<file path="config.mk">
export PLATFORM = sky130hd
export DESIGN_NAME = mac_mult_stage
export DESIGN_NICKNAME = d
export VERILOG_FILES = /design/src/rtl/mac_mult_stage.sv
export SDC_FILE = /design/constraint.sdc
export NUM_CORES = 1
export LEC_CHECK = 0
export ABC_AREA = 1
export BUFFER_PORTS_ARGS = -buffer_cell sky130_fd_sc_hd__buf_2
export CORE_MARGIN = 2
export CORE_UTILIZATION = 60
export CTS_CLUSTER_SIZE = 16
export DETAILED_ROUTE_END_ITERATION = 8
export PLACE_DENSITY = 0.82
export RECOVER_POWER = 100
export SLEW_MARGIN = 20
export SYNTH_ARGS = -nofsm -noshare
export SYNTH_HDL_FRONTEND = slang
export SYNTH_SLANG_ARGS = --single-unit
</file>
<file path="constraint.sdc">
create_clock -name clk -period 6.8 [get_ports clk]
set_clock_uncertainty 0.15 [all_clocks]
set_input_delay 0.34 -clock clk [delete_from_list [all_inputs] [get_ports clk]]
set_output_delay 0.34 -clock clk [all_outputs]
set_load 0.02 [all_outputs]
</file>
<file path="src/rtl/mac_mult_stage.sv">
// mac_mult_stage: signed fixed-point multiply stage that feeds the accumulator.
// Two-stage pipeline (operand register, then multiply/round/scale) with
// acc_reset/o_we aligned to result, plus an IDLE/ACCUM sequencing FSM that
// counts terms per dot product and flags framing errors (sticky seq_err).
// Optional build macro: MAC_SATURATE_EN clamps the scaled product to the
// DWIDTH signed range; when undefined the product simply wraps on truncation.
module mac_mult_stage #(
  parameter int DWIDTH = 16,
  parameter int FRAC   = 8,
  parameter int CWIDTH = 16
) (
  input  logic              clk,
  input  logic              xrst,
  input  logic              in_valid,
  input  logic              in_first,
  input  logic              in_last,
  input  logic [DWIDTH-1:0] pixel,
  input  logic [DWIDTH-1:0] weight,
  input  logic              err_clr,
  output logic [DWIDTH-1:0] result,
  output logic              acc_reset,
  output logic              o_we,
  output logic [CWIDTH-1:0] nterms,
  output logic              busy,
  output logic              seq_err
);

  // One spare bit over the full product so adding the rounding constant never overflows.
  localparam int PW  = 2 * DWIDTH + 1;
  localparam int RSH = (FRAC > 0) ? FRAC - 1 : 0;
  localparam logic signed [PW-1:0] ROUND = (FRAC > 0) ? $signed(PW'(1) << RSH) : $signed(PW'(0));
  localparam logic signed [PW-1:0] SMAX  = $signed((PW'(1) << (DWIDTH - 1)) - PW'(1));
  localparam logic signed [PW-1:0] SMIN  = ~SMAX;

  typedef enum logic {IDLE = 1'b0, ACCUM = 1'b1} state_t;

  state_t                    state_q, state_d;
  logic [CWIDTH-1:0]         cnt_q, cnt_d;
  logic                      seq_err_q, seq_err_d;
  logic signed [DWIDTH-1:0]  pix1_q, pix1_d, wt1_q, wt1_d;
  logic                      v1_q, v1_d, first1_q, first1_d, last1_q, last1_d;
  logic [CWIDTH-1:0]         nt1_q, nt1_d;
  logic                      ntld1_q, ntld1_d;
  logic [DWIDTH-1:0]         result_q, result_d;
  logic                      acc_reset_q, acc_reset_d, o_we_q, o_we_d;
  logic [CWIDTH-1:0]         nterms_q, nterms_d;

  logic signed [PW-1:0]      pix_ext, wt_ext, prod, scaled;
  logic [DWIDTH-1:0]         res_val;
  logic [CWIDTH-1:0]         cnt_inc;
  logic                      err_set;

  // Stage-2 arithmetic: full-precision product, round half up, rescale, narrow.
  always_comb begin
    pix_ext = {{(DWIDTH + 1){pix1_q[DWIDTH-1]}}, pix1_q};
    wt_ext  = {{(DWIDTH + 1){wt1_q[DWIDTH-1]}}, wt1_q};
    prod    = pix_ext * wt_ext;
    scaled  = (prod + ROUND) >>> FRAC;
`ifdef MAC_SATURATE_EN
    if (scaled > SMAX)      res_val = SMAX[DWIDTH-1:0];
    else if (scaled < SMIN) res_val = SMIN[DWIDTH-1:0];
    else                    res_val = scaled[DWIDTH-1:0];
`else
    res_val = scaled[DWIDTH-1:0];
`endif
  end

  // Sequencing FSM next state: term counting, framing errors, nterms capture.
  always_comb begin
    state_d = state_q;
    cnt_d   = cnt_q;
    err_set = 1'b0;
    ntld1_d = 1'b0;
    nt1_d   = nt1_q;
    cnt_inc = (cnt_q == {CWIDTH{1'b1}}) ? cnt_q : cnt_q + CWIDTH'(1);
    if (in_valid) begin
      if (in_first) begin
        // A first inside an open sum is a restart: flag it and count from 1.
        err_set = (state_q == ACCUM);
        if (in_last) begin
          state_d = IDLE;
          cnt_d   = '0;
          ntld1_d = 1'b1;
          nt1_d   = CWIDTH'(1);
        end else begin
          state_d = ACCUM;
          cnt_d   = CWIDTH'(1);
        end
      end else if (state_q == IDLE) begin
        // Orphan term with no opening first: pass it through as a lone term.
        err_set = 1'b1;
        if (in_last) begin
          ntld1_d = 1'b1;
          nt1_d   = CWIDTH'(1);
        end
      end else if (in_last) begin
        state_d = IDLE;
        cnt_d   = '0;
        ntld1_d = 1'b1;
        nt1_d   = cnt_inc;
      end else begin
        cnt_d = cnt_inc;
      end
    end
    // A fresh error in the same cycle as a clear keeps the flag set.
    seq_err_d = err_set ? 1'b1 : (err_clr ? 1'b0 : seq_err_q);
  end

  // Pipeline next state: operand capture, then aligned result/controls/nterms.
  always_comb begin
    pix1_d      = pixel;
    wt1_d       = weight;
    v1_d        = in_valid;
    first1_d    = in_first;
    last1_d     = in_last;
    result_d    = v1_q ? res_val : '0;
    acc_reset_d = v1_q & first1_q;
    o_we_d      = v1_q & last1_q;
    nterms_d    = ntld1_q ? nt1_q : nterms_q;
  end

  // All state, asynchronously cleared so an aborted sum never produces o_we.
  always_ff @(posedge clk or negedge xrst) begin
    if (!xrst) begin
      state_q     <= IDLE;
      cnt_q       <= '0;
      seq_err_q   <= 1'b0;
      pix1_q      <= '0;
      wt1_q       <= '0;
      v1_q        <= 1'b0;
      first1_q    <= 1'b0;
      last1_q     <= 1'b0;
      nt1_q       <= '0;
      ntld1_q     <= 1'b0;
      result_q    <= '0;
      acc_reset_q <= 1'b0;
      o_we_q      <= 1'b0;
      nterms_q    <= '0;
    end else begin
      state_q     <= state_d;
      cnt_q       <= cnt_d;
      seq_err_q   <= seq_err_d;
      pix1_q      <= pix1_d;
      wt1_q       <= wt1_d;
      v1_q        <= v1_d;
      first1_q    <= first1_d;
      last1_q     <= last1_d;
      nt1_q       <= nt1_d;
      ntld1_q     <= ntld1_d;
      result_q    <= result_d;
      acc_reset_q <= acc_reset_d;
      o_we_q      <= o_we_d;
      nterms_q    <= nterms_d;
    end
  end

  assign result    = result_q;
  assign acc_reset = acc_reset_q;
  assign o_we      = o_we_q;
  assign nterms    = nterms_q;
  assign busy      = (state_q == ACCUM);
  assign seq_err   = seq_err_q;

endmodule
</file>
==> results.cfg, run 1 <==
[yosys]
synth-simple-area-share_pct = 17.9
synthArstFlopShare_pct = 100
synth_ff_type = dfrtp_1
synth.cell_area_um2 = 12100
syn-num-nets = 1804
synth_edf_count = 0
synth_area_per_cell_um2 = 8.03
synth-seq-cells = 104
yosys-top-cells-area = fa_1, dfrtp_1, inv_1
postSynthCellCount = 1509
synth.largest_area_cell = fa_1
synthAdderAreaFrac_pct = 38.1
synth_top_area_share_pct = 30.9
ys_types = 45
yosysWarnings = 0
synth_xor_area_share_pct = 1.23
synth-compound-area-share_pct = 4.85
yosysSeqAreaShare_pct = 21.5
synth_top_family_by_area = adder cells
synthMuxAreaShare_pct = 1.30

[layout]
final_core_util_pct = 67.2
antennaDiodeCount = 0
register_area_um2 = 2600
drive_above_1_share_pct = 4.68
area_growth_pct = 9.04
multi_input_comb_area_um2 = 7670
final_nets = 1871
fillers = 1617
stdcell_count = 1846

[detailed_routing]
drcViolationCount = 0
via_count = 9685
totalWireLength_um = 29500
avgRoutedWirePerCell_um = 16.0
drt_first_pass_iters = 7
drt-initial-drc-count = 679
viasPerCell = 5.25
ant_nets = 0

[outcome]
outcome = complete, but fails checks
violations = capacitance limit, slew limit

[critical_path]
reg2reg_slack_ns = 0.78
crit_path_max_fanout = 16
crit_path_end_kind = register
worst_ep_arrival_time_ns = 6.16
criticalPathCategory = register to register
required_ns = 6.94
cp-start-kind = register

[place]
dp.cells = 1795
portBuffers = 73
gp_congestion = 0.884
post-place-ws_ns = 0.853
dp_hpwl_um = 22600

[floorplan]
rows = 51
die_y_um = 146
initial_core_util_pct = 61.7
ios = 74
dieArea_um2 = 21400
fp.coreArea_um2 = 19700
die_x_um = 146

[clock_tree]
numCtsBuffers = 9
postCtsSetupBuffers = 0
cts.clk_slew.worst_paths_ns = 0.09
cts_tree = done
cts-resized-gates = 0
numClockSinks = 104
ctsRootBufferMaster = clkbuf_16
htreeDepth = 3
cts_buffer_depth = 2
insertion_delay_ns = 0.38

[global_route]
grt_first_pass_wirelength_um = 50100
grt_pass1_vias = 10793
grt_max_degree = 62
grt-ovfl-total = 0
track_usage_pct = 29.5
antenna_found_initial = 0

[timing]
setup_viol = 0
setup_tns_ns = 0
drv_slew = 107
setup_ws_ns = 0.776
fin_crit_sh_pct = 88.6
max_freq_ghz = 0.166
rsz0062_at_grt = false
relSlewSlack_pct = -65.2
fin_crit_ns = 6.02
hold_viol = 0
worst_pin_slew_ns = 2.48

[worst_hold_path]
hp-class = input pin to register

[job]
cap_violations = 3
## flip-flops by register name, summed over array words and instances, names as in the netlist, 16 cells and up
register	cells
pix1_q	16
result	16
nt1_q	16
wt1_q	16
cnt_q	16
nterms	16
## routing by layer
metal,up-vias,share of wire (%),GRT usage (%)
met2,397,51,52.9
met4,0,4.1,13.3
li1,4501,-,-
met1,4701,38,35.0
met3,86,6.3,4.94
met5,-,0,0
## cells in the final DEF (no fill, tap or decap), drive strengths merged
cell type	synthesis	final
xor2	14	14
nand2	401	401
nor3	12	12
o31ai	1	1
xnor2	3	3
o21bai	9	9
clkbuf	42	58
fa	187	187
nor3b	1	1
nor2	54	54
nand3b	3	3
nand4	9	9
nand3	42	42
clkinv	2	5
o21ai	35	35
a31oi	1	1
mux2	14	14
a21oi	43	43
buf	15	29
inv	423	427
and2	1	1
a21o	3	3
dfrtp	104	104
ha	70	70
or2	3	3
and3b	1	1
nor4	4	4
a22o	3	3
o22ai	7	7
dlygate4sd3	0	35
a21boi	2	2
## worst paths after layout
kind	startpoint	end	depth (start not counted)
worst min-delay path	err_clr	seq_err	2
worst max register to register	wt1_q[2]	result[14]	18
max in group asynchronous	xrst	wt1_q[3]	3
worst max-delay path	wt1_q[2]	result[14]	18
worst min register to register	first1_q	acc_reset	2
min in group asynchronous	xrst	result[1]	2
## cell usage after synthesis, types with 3 or more instances
master    instances
a21o_1            3
a21oi_1          42
buf_2            11
clkbuf_1         40
dfrtp_1         104
fa_1            187
ha_1             70
inv_1           422
mux2_2           14
nand2_1         399
nand3_1          41
nand3b_1          3
nand4_1           8
nor2_1           51
nor3_1           10
nor4_1            4
o21ai_0          32
o21ai_1           3
o21bai_1          8
o22ai_1           7
xnor2_1           3
xor2_1           14
## logic make-up (layout without fill, tap and decap cells)
group,count (synthesis),in the layout
mux,14,14
fa+ha+maj,257,257
simple gates,531,531
buf+inv,482,554
compound gates,104,104
flops,104,104
xor+xnor,17,17
## what timing repair did
item | in CTS | in global routing
hold endpoints to repair | 77 | 0
setup endpoints to repair | 0 | 0
hold buffers | 35 | 0
## worst max-delay path, cell delays in order, from the launching register on
cell and delay, ns:
dfrtp_1 0.75, nand2_1 0.20, fa_1 0.72, inv_1 0.14
fa_1 0.53, fa_1 0.45, fa_1 0.52, fa_1 0.49
inv_1 0.05, fa_1 0.48, inv_1 0.04, ha_1 0.35
nand2_1 0.14, nor3_1 0.28, and2_0 0.20, nand3_1 0.09
nand3_1 0.11, o21ai_0 0.08, a21oi_1 0.16
## through the flow
stage	area [µm²]	hold WS [ns]
floorplan	12100	-0.106
global placement	12600	0.224
detailed placement	12600	0.238
CTS	13300	0.00356
global route	13200	0.0396
finish	13200	0.0248
## cell type report
class / count / area share [%]
Tap cell: 265 / 2.51
Inverter: 425 / 12.1
Timing Repair Buffer: 113 / 5.23
Clock buffer: 9 / 1.70
Multi-Input combinational cell: 923 / 58.1
Clock inverter: 7 / 0.729
Sequential cell: 104 / 19.7
Power of run 1 is not shown: default switching activity piles up to over one toggle a cycle in this logic, so the estimate is an artifact.
==> inputs of run 2 (changes only) <==
--- a/config.mk
+++ b/config.mk
@@ -6,5 +6,4 @@
 export NUM_CORES = 1
 export LEC_CHECK = 0
-export ABC_AREA = 1
 export BUFFER_PORTS_ARGS = -buffer_cell sky130_fd_sc_hd__buf_2
 export CORE_MARGIN = 2
@@ -18,2 +17,3 @@
 export SYNTH_HDL_FRONTEND = slang
 export SYNTH_SLANG_ARGS = --single-unit
+export TNS_END_PERCENT = 10
==> constraint.sdc (replaced) <==
create_clock -name clk -period 6.8 [get_ports clk]
set_clock_uncertainty 0.15 [all_clocks]
set_input_delay 1.36 -clock clk [delete_from_list [all_inputs] [get_ports clk]]
set_output_delay 1.36 -clock clk [all_outputs]
set_load 0.02 [all_outputs]
==> run 2 against run 1 <==
The run still ends with capacitance limit, slew limit left. Via count shrank 19%. Global-route usage shrank 1.8 points. Final area shrank 8.8%. Setup slack lost 0.36 ns. Worst hold slack gained 0.31 ns.
==> results.cfg, run 2 <==
[outcome]
outcome = complete, but fails checks
violations = capacitance limit, slew limit

[place]
post_dp_cell_area_um2 = 11800
portBuffers = 73
dp.cells = 1419
gp_congestion = 0.927
dp_hpwl_um = 19900

[detailed_routing]
met2_length_um = 12200
ant_nets = 0
via_count = 7893
dr_wl_met3_um = 1740
drcViolationCount = 0
totalWireLength_um = 25300
drt_first_pass_iters = 7
viasPerCell = 5.50
drt-initial-drc-count = 615
avgRoutedWirePerCell_um = 17.6
top_layer = met4
drt-met1-wl_um = 10600

[yosys]
yosysWarnings = 0
syn-num-nets = 1443
synth_top_area_share_pct = 33.2
synth-seq-cells = 104
ys_types = 56
yosysSeqAreaShare_pct = 23.1
netlist_top_cells_count = inv_1, fa_1, nand2_1
synth_ff_type = dfrtp_1
synthArstFlopShare_pct = 100
postSynthCellCount = 1148
synth_edf_count = 0
yosys-top-cells-area = fa_1, dfrtp_1, inv_1
synth.most_common_cell = inv_1
synth.cell_area_um2 = 11300
synth.largest_area_cell = fa_1
synth_area_per_cell_um2 = 9.81

[critical_path]
r2r_cells = 19
required_ns = 6.94
crit_family = adder cells
crit_path_end_kind = register
worst-path-stages = 19
criticalPathCategory = register to register
worst_ep_arrival_time_ns = 6.52
slowest_stage = dfrtp_1
cp-start-kind = register
crit_top_cell = fa_1
crit_buf_inv = 4
crit_path_max_fanout = 16
crit_chain = and2_0 > fa_1 > inv_1 > fa_1 > fa_1 > inv_1 > fa_1 > fa_1 > inv_1 > fa_1 > inv_1 > ha_1 > a21o_1 > a21oi_1 > o21ai_2 > a211oi_1 > o31ai_1 > a31oi_1 > mux2i_1
slowest_delay_ns = 0.74

[layout]
stdcell_count = 1435
final_nets = 1491
antennaDiodeCount = 0
drive_above_1_share_pct = 7.08
layout_common_cells = inv_1, fa_1, nand2_1
final_common_cell = inv_1
area_growth_pct = 7.03
final_cell_area_um2 = 12100
final_core_util_pct = 64.9

[timing]
hold_viol = 0
fin_crit_sh_pct = 93.9
setup_tns_ns = 0
worst_pin_slew_ns = 3.11
max_freq_ghz = 0.157
setup_viol = 0
relSlewSlack_pct = -107
fin_crit_ns = 6.38
drv_slew = 59
rsz0062_at_grt = false

[clock_tree]
cts.clk_slew.worst_paths_ns = 0.09
ctsRootBufferMaster = clkbuf_16
insertion_delay_ns = 0.37
cts_buffer_depth = 2
numClockSinks = 104
postCtsSetupBuffers = 0
cts-resized-gates = 0
cts_tree = done
cts_hold_buf = 0
numCtsBuffers = 9
htreeDepth = 3

[global_route]
antenna_found_initial = 0
grt_max_degree = 59
track_usage_pct = 27.7
grt_first_pass_wirelength_um = 42700
grt_pass1_vias = 8542
grt-ovfl-total = 0

[floorplan]
rows = 50
fp.coreArea_um2 = 18600
dieArea_um2 = 19900
die_y_um = 141
ios = 74
initial_core_util_pct = 60.6
die_x_um = 141

[power]
power_density_nw_per_um2 = 526
p_leak_uw = 0.00608
ir_drop_uv = 494
power.total_uw = 6340

[worst_hold_path]
min_path_cells = 1
hp-class = register to register

[job]
cap_violations = 1
[run 2: changes by cell type after synthesis, sizes merged, moves of 6 or more]
cell,delta
a21oi,-24
and2,+112
buf,-11
inv,-170
nand2,-256
nand2b,+7
nand3,-28
nor2,-24
o21bai,-9
o22ai,-6
o31ai,+6
xnor2,+25
[run 2: worst paths after layout]
path,startpoint,endpoint,slack (ns)
max,pix1_q[8],result[14],0.42
min,last1_q,o_we,0.33
max reg2reg,pix1_q[8],result[14],0.42
min reg2reg,last1_q,o_we,0.33
max in group asynchronous,xrst,nterms[3],2.21
min in group asynchronous,xrst,result[9],1.86
[run 2: metal layers]
| layer | up-vias | track usage (%) |
|---|---|---|
| li1 | 3546 | - |
| met1 | 3991 | 38.0 |
| met2 | 304 | 44.9 |
| met3 | 52 | 4.93 |
| met4 | 0 | 10.4 |
| met5 | - | 0 |
[run 2: where the power goes]
part           switching [µW]  total (µW)  internal [µW]
sequential               75.0         788            713
clock                     295         569            274
combinational            2800        4990           2190
total                    3170        6340           3180
[run 2: stage by stage]
| stage | hold WS [ns] | setup slack [ns] |
|---|---|---|
| floorplan | 0.284 | 0.992 |
| global placement | 0.294 | 0.576 |
| detailed placement | 0.302 | 0.435 |
| CTS | 0.323 | 0.424 |
| global route | 0.360 | 0.0809 |
| finish | 0.331 | 0.418 |
[run 2: logic make-up after synthesis]
| family | count (synthesis) | share of synthesized area (%) |
|---|---|---|
| flops | 104 | 23.1 |
| mux | 21 | 2.06 |
| simple gates | 339 | 15.5 |
| buf+inv | 295 | 9.92 |
| fa+ha+maj | 257 | 41.0 |
| compound gates | 91 | 5.07 |
| xor+xnor | 41 | 3.31 |
[run 2: layout make-up]
cell class / instances / area [µm²]
fill: 1412 / 6530
sequential: 104 / 2600
clock inverter: 7 / 100
inverter: 254 / 953
tap: 234 / 293
multi-input combinational: 749 / 7530
timing repair buffer: 78 / 343
clock buffer: 9 / 225
(Power assumes the default switching activity.)
==> inputs of run 3 (changes only) <==
clock period = 7.3 ns   (was 6.8 ns; I/O delays follow)
==> run 3 against run 2 <==
The run still ends with capacitance limit, slew limit left. Maximum frequency shrank 4.1%. Flip-flop and latch count is the same. Final area is essentially flat. Via count shrank 0.48%. Critical endpoint is now result[13]. Largest cell class unchanged.
==> results.cfg, run 3 (synthesis gave the netlist of run 2 again) <==
[outcome]
outcome = complete, but fails checks
violations = capacitance limit, slew limit

[layout]
fillers = 1402
register_area_um2 = 2600
area_growth_pct = 6.96
final_common_cell = inv_1
multi_input_comb_area_um2 = 7520
final_nets = 1492
layout_common_cells = inv_1, fa_1, nand2_1
drive_above_1_share_pct = 6.66
final_cell_area_um2 = 12000

[global_route]
grt_first_pass_wirelength_um = 42300
antenna_found_initial = 2
grt_pass1_vias = 8339
grt-ovfl-total = 0
grt_max_degree = 59
track_usage_pct = 27.6

[place]
gp_congestion = 0.944
dp_hpwl_um = 19700
portBuffers = 73
post-place-ws_ns = 0.882
post_dp_cell_area_um2 = 11800

[power]
internal_power_uw = 2910
p_sw_share_pct = 50.6
power_density_nw_per_um2 = 489
comb_power_share_pct = 78.7
ir_drop_uv = 566
p_sw_uw = 2980
p_leak_uw = 0.00607
clkPwrFrac_pct = 8.9
power_frac_seq_pct = 12.4
power.total_uw = 5890

[clock_tree]
ctsRootBufferMaster = clkbuf_16
postCtsSetupBuffers = 0
cts_tree = done
numClockSinks = 104
cts_hold_buf = 0
cts-resized-gates = 0
numCtsBuffers = 9
htreeDepth = 3
insertion_delay_ns = 0.37
cts_buffer_depth = 2
cts.clk_slew.worst_paths_ns = 0.09

[worst_hold_path]
hp-class = register to register
min_to = o_we
min_path_cells = 1
min_from = last1_q

[timing]
fin_crit_ns = 6.65
hold_viol = 0
max_freq_ghz = 0.150
rsz0062_at_grt = false
setup_ws_ns = 0.645
drv_slew = 107
setup_tns_ns = 0
worst_pin_slew_ns = 3.17
relSlewSlack_pct = -112
holdWs_ns = 0.326
setup_viol = 0
fin_crit_sh_pct = 91.2

[critical_path]
rr_startpoint = wt1_q[7]
critical_path.reg2reg.endpoint = result[13]
crit_path_end_kind = register
reg2reg_slack_ns = 0.65
cp-start-kind = register
crit_family = adder cells
crit_path_max_fanout = 17
required_ns = 7.44
slowest_delay_ns = 0.85
crit_chain = nand2_1 > fa_1 > inv_1 > fa_1 > inv_1 > fa_1 > inv_1 > fa_1 > fa_1 > inv_1 > fa_1 > inv_1 > ha_1 > a21oi_1 > o21ai_0 > and4bb_1 > o31ai_1 > a41o_1 > mux2i_1
worst_ep_arrival_time_ns = 6.79
crit_buf_inv = 5
criticalPathCategory = register to register
slowest_stage = dfrtp_1
crit_top_cell = fa_1
r2r_cells = 19

[floorplan]
rows = 50
dieArea_um2 = 19900
fp.coreArea_um2 = 18600
initial_core_util_pct = 60.6
ios = 74
die_y_um = 141
die_x_um = 141

[detailed_routing]
avgRoutedWirePerCell_um = 17.6
drcViolationCount = 0
drt_first_pass_iters = 5
viasPerCell = 5.47
drt-initial-drc-count = 596
ant_nets = 0
totalWireLength_um = 25400
via_count = 7855

[job]
cap_violations = 2
run 3: per-layer routing:
metal	GRT usage [%]	vias up	wire length (µm)
met3	5.03	74	1920
met5	0	-	0
li1	-	3542	-
met1	38.0	3912	10500
met4	10.5	0	1010
met2	44.3	327	12000
run 3: power groups by stage:
stage | clock (µW) | combinational, µW | sequential (µW)
CTS | 536 | 4750 | 728
global placement | 0 | 4580 | 739
detailed placement | 0 | 4730 | 736
floorplan | 0 | 3580 | 749
finish | 526 | 4630 | 731
global route | 561 | 5280 | 738
run 3: worst max-delay path by stage:
stage               cells after the start      start    endpoint  slack [ns]
finish                                 19   wt1_q[7]  result[13]        0.65
global route                           19  pix1_q[8]  result[13]        0.32
CTS                                    19  pix1_q[8]  result[14]        0.90
detailed placement                     19  pix1_q[8]  result[14]        0.88
global placement                       19   wt1_q[7]  result[14]        1.02
floorplan                              21   wt1_q[7]  result[15]        1.49
run 3: stage by stage:
stage	utilization, %	cells
2_1_floorplan	-	1148
3_3_place_gp	63.5	1420
4_1_cts	65.3	1436
3_5_place_dp	63.5	1420
6_report	64.8	1437
5_1_grt	64.8	1436
run 3: layout make-up:
| class | count | area share (%) |
|---|---|---|
| multi-input cells | 749 | 62.5 |
| flip-flops and latches | 104 | 21.6 |
| inverters | 254 | 7.92 |
| repair buffers | 79 | 2.86 |
| well taps | 234 | 2.43 |
| clock buffers | 9 | 1.87 |
| clock inverters | 7 | 0.831 |
| diodes | 1 | 0.0208 |
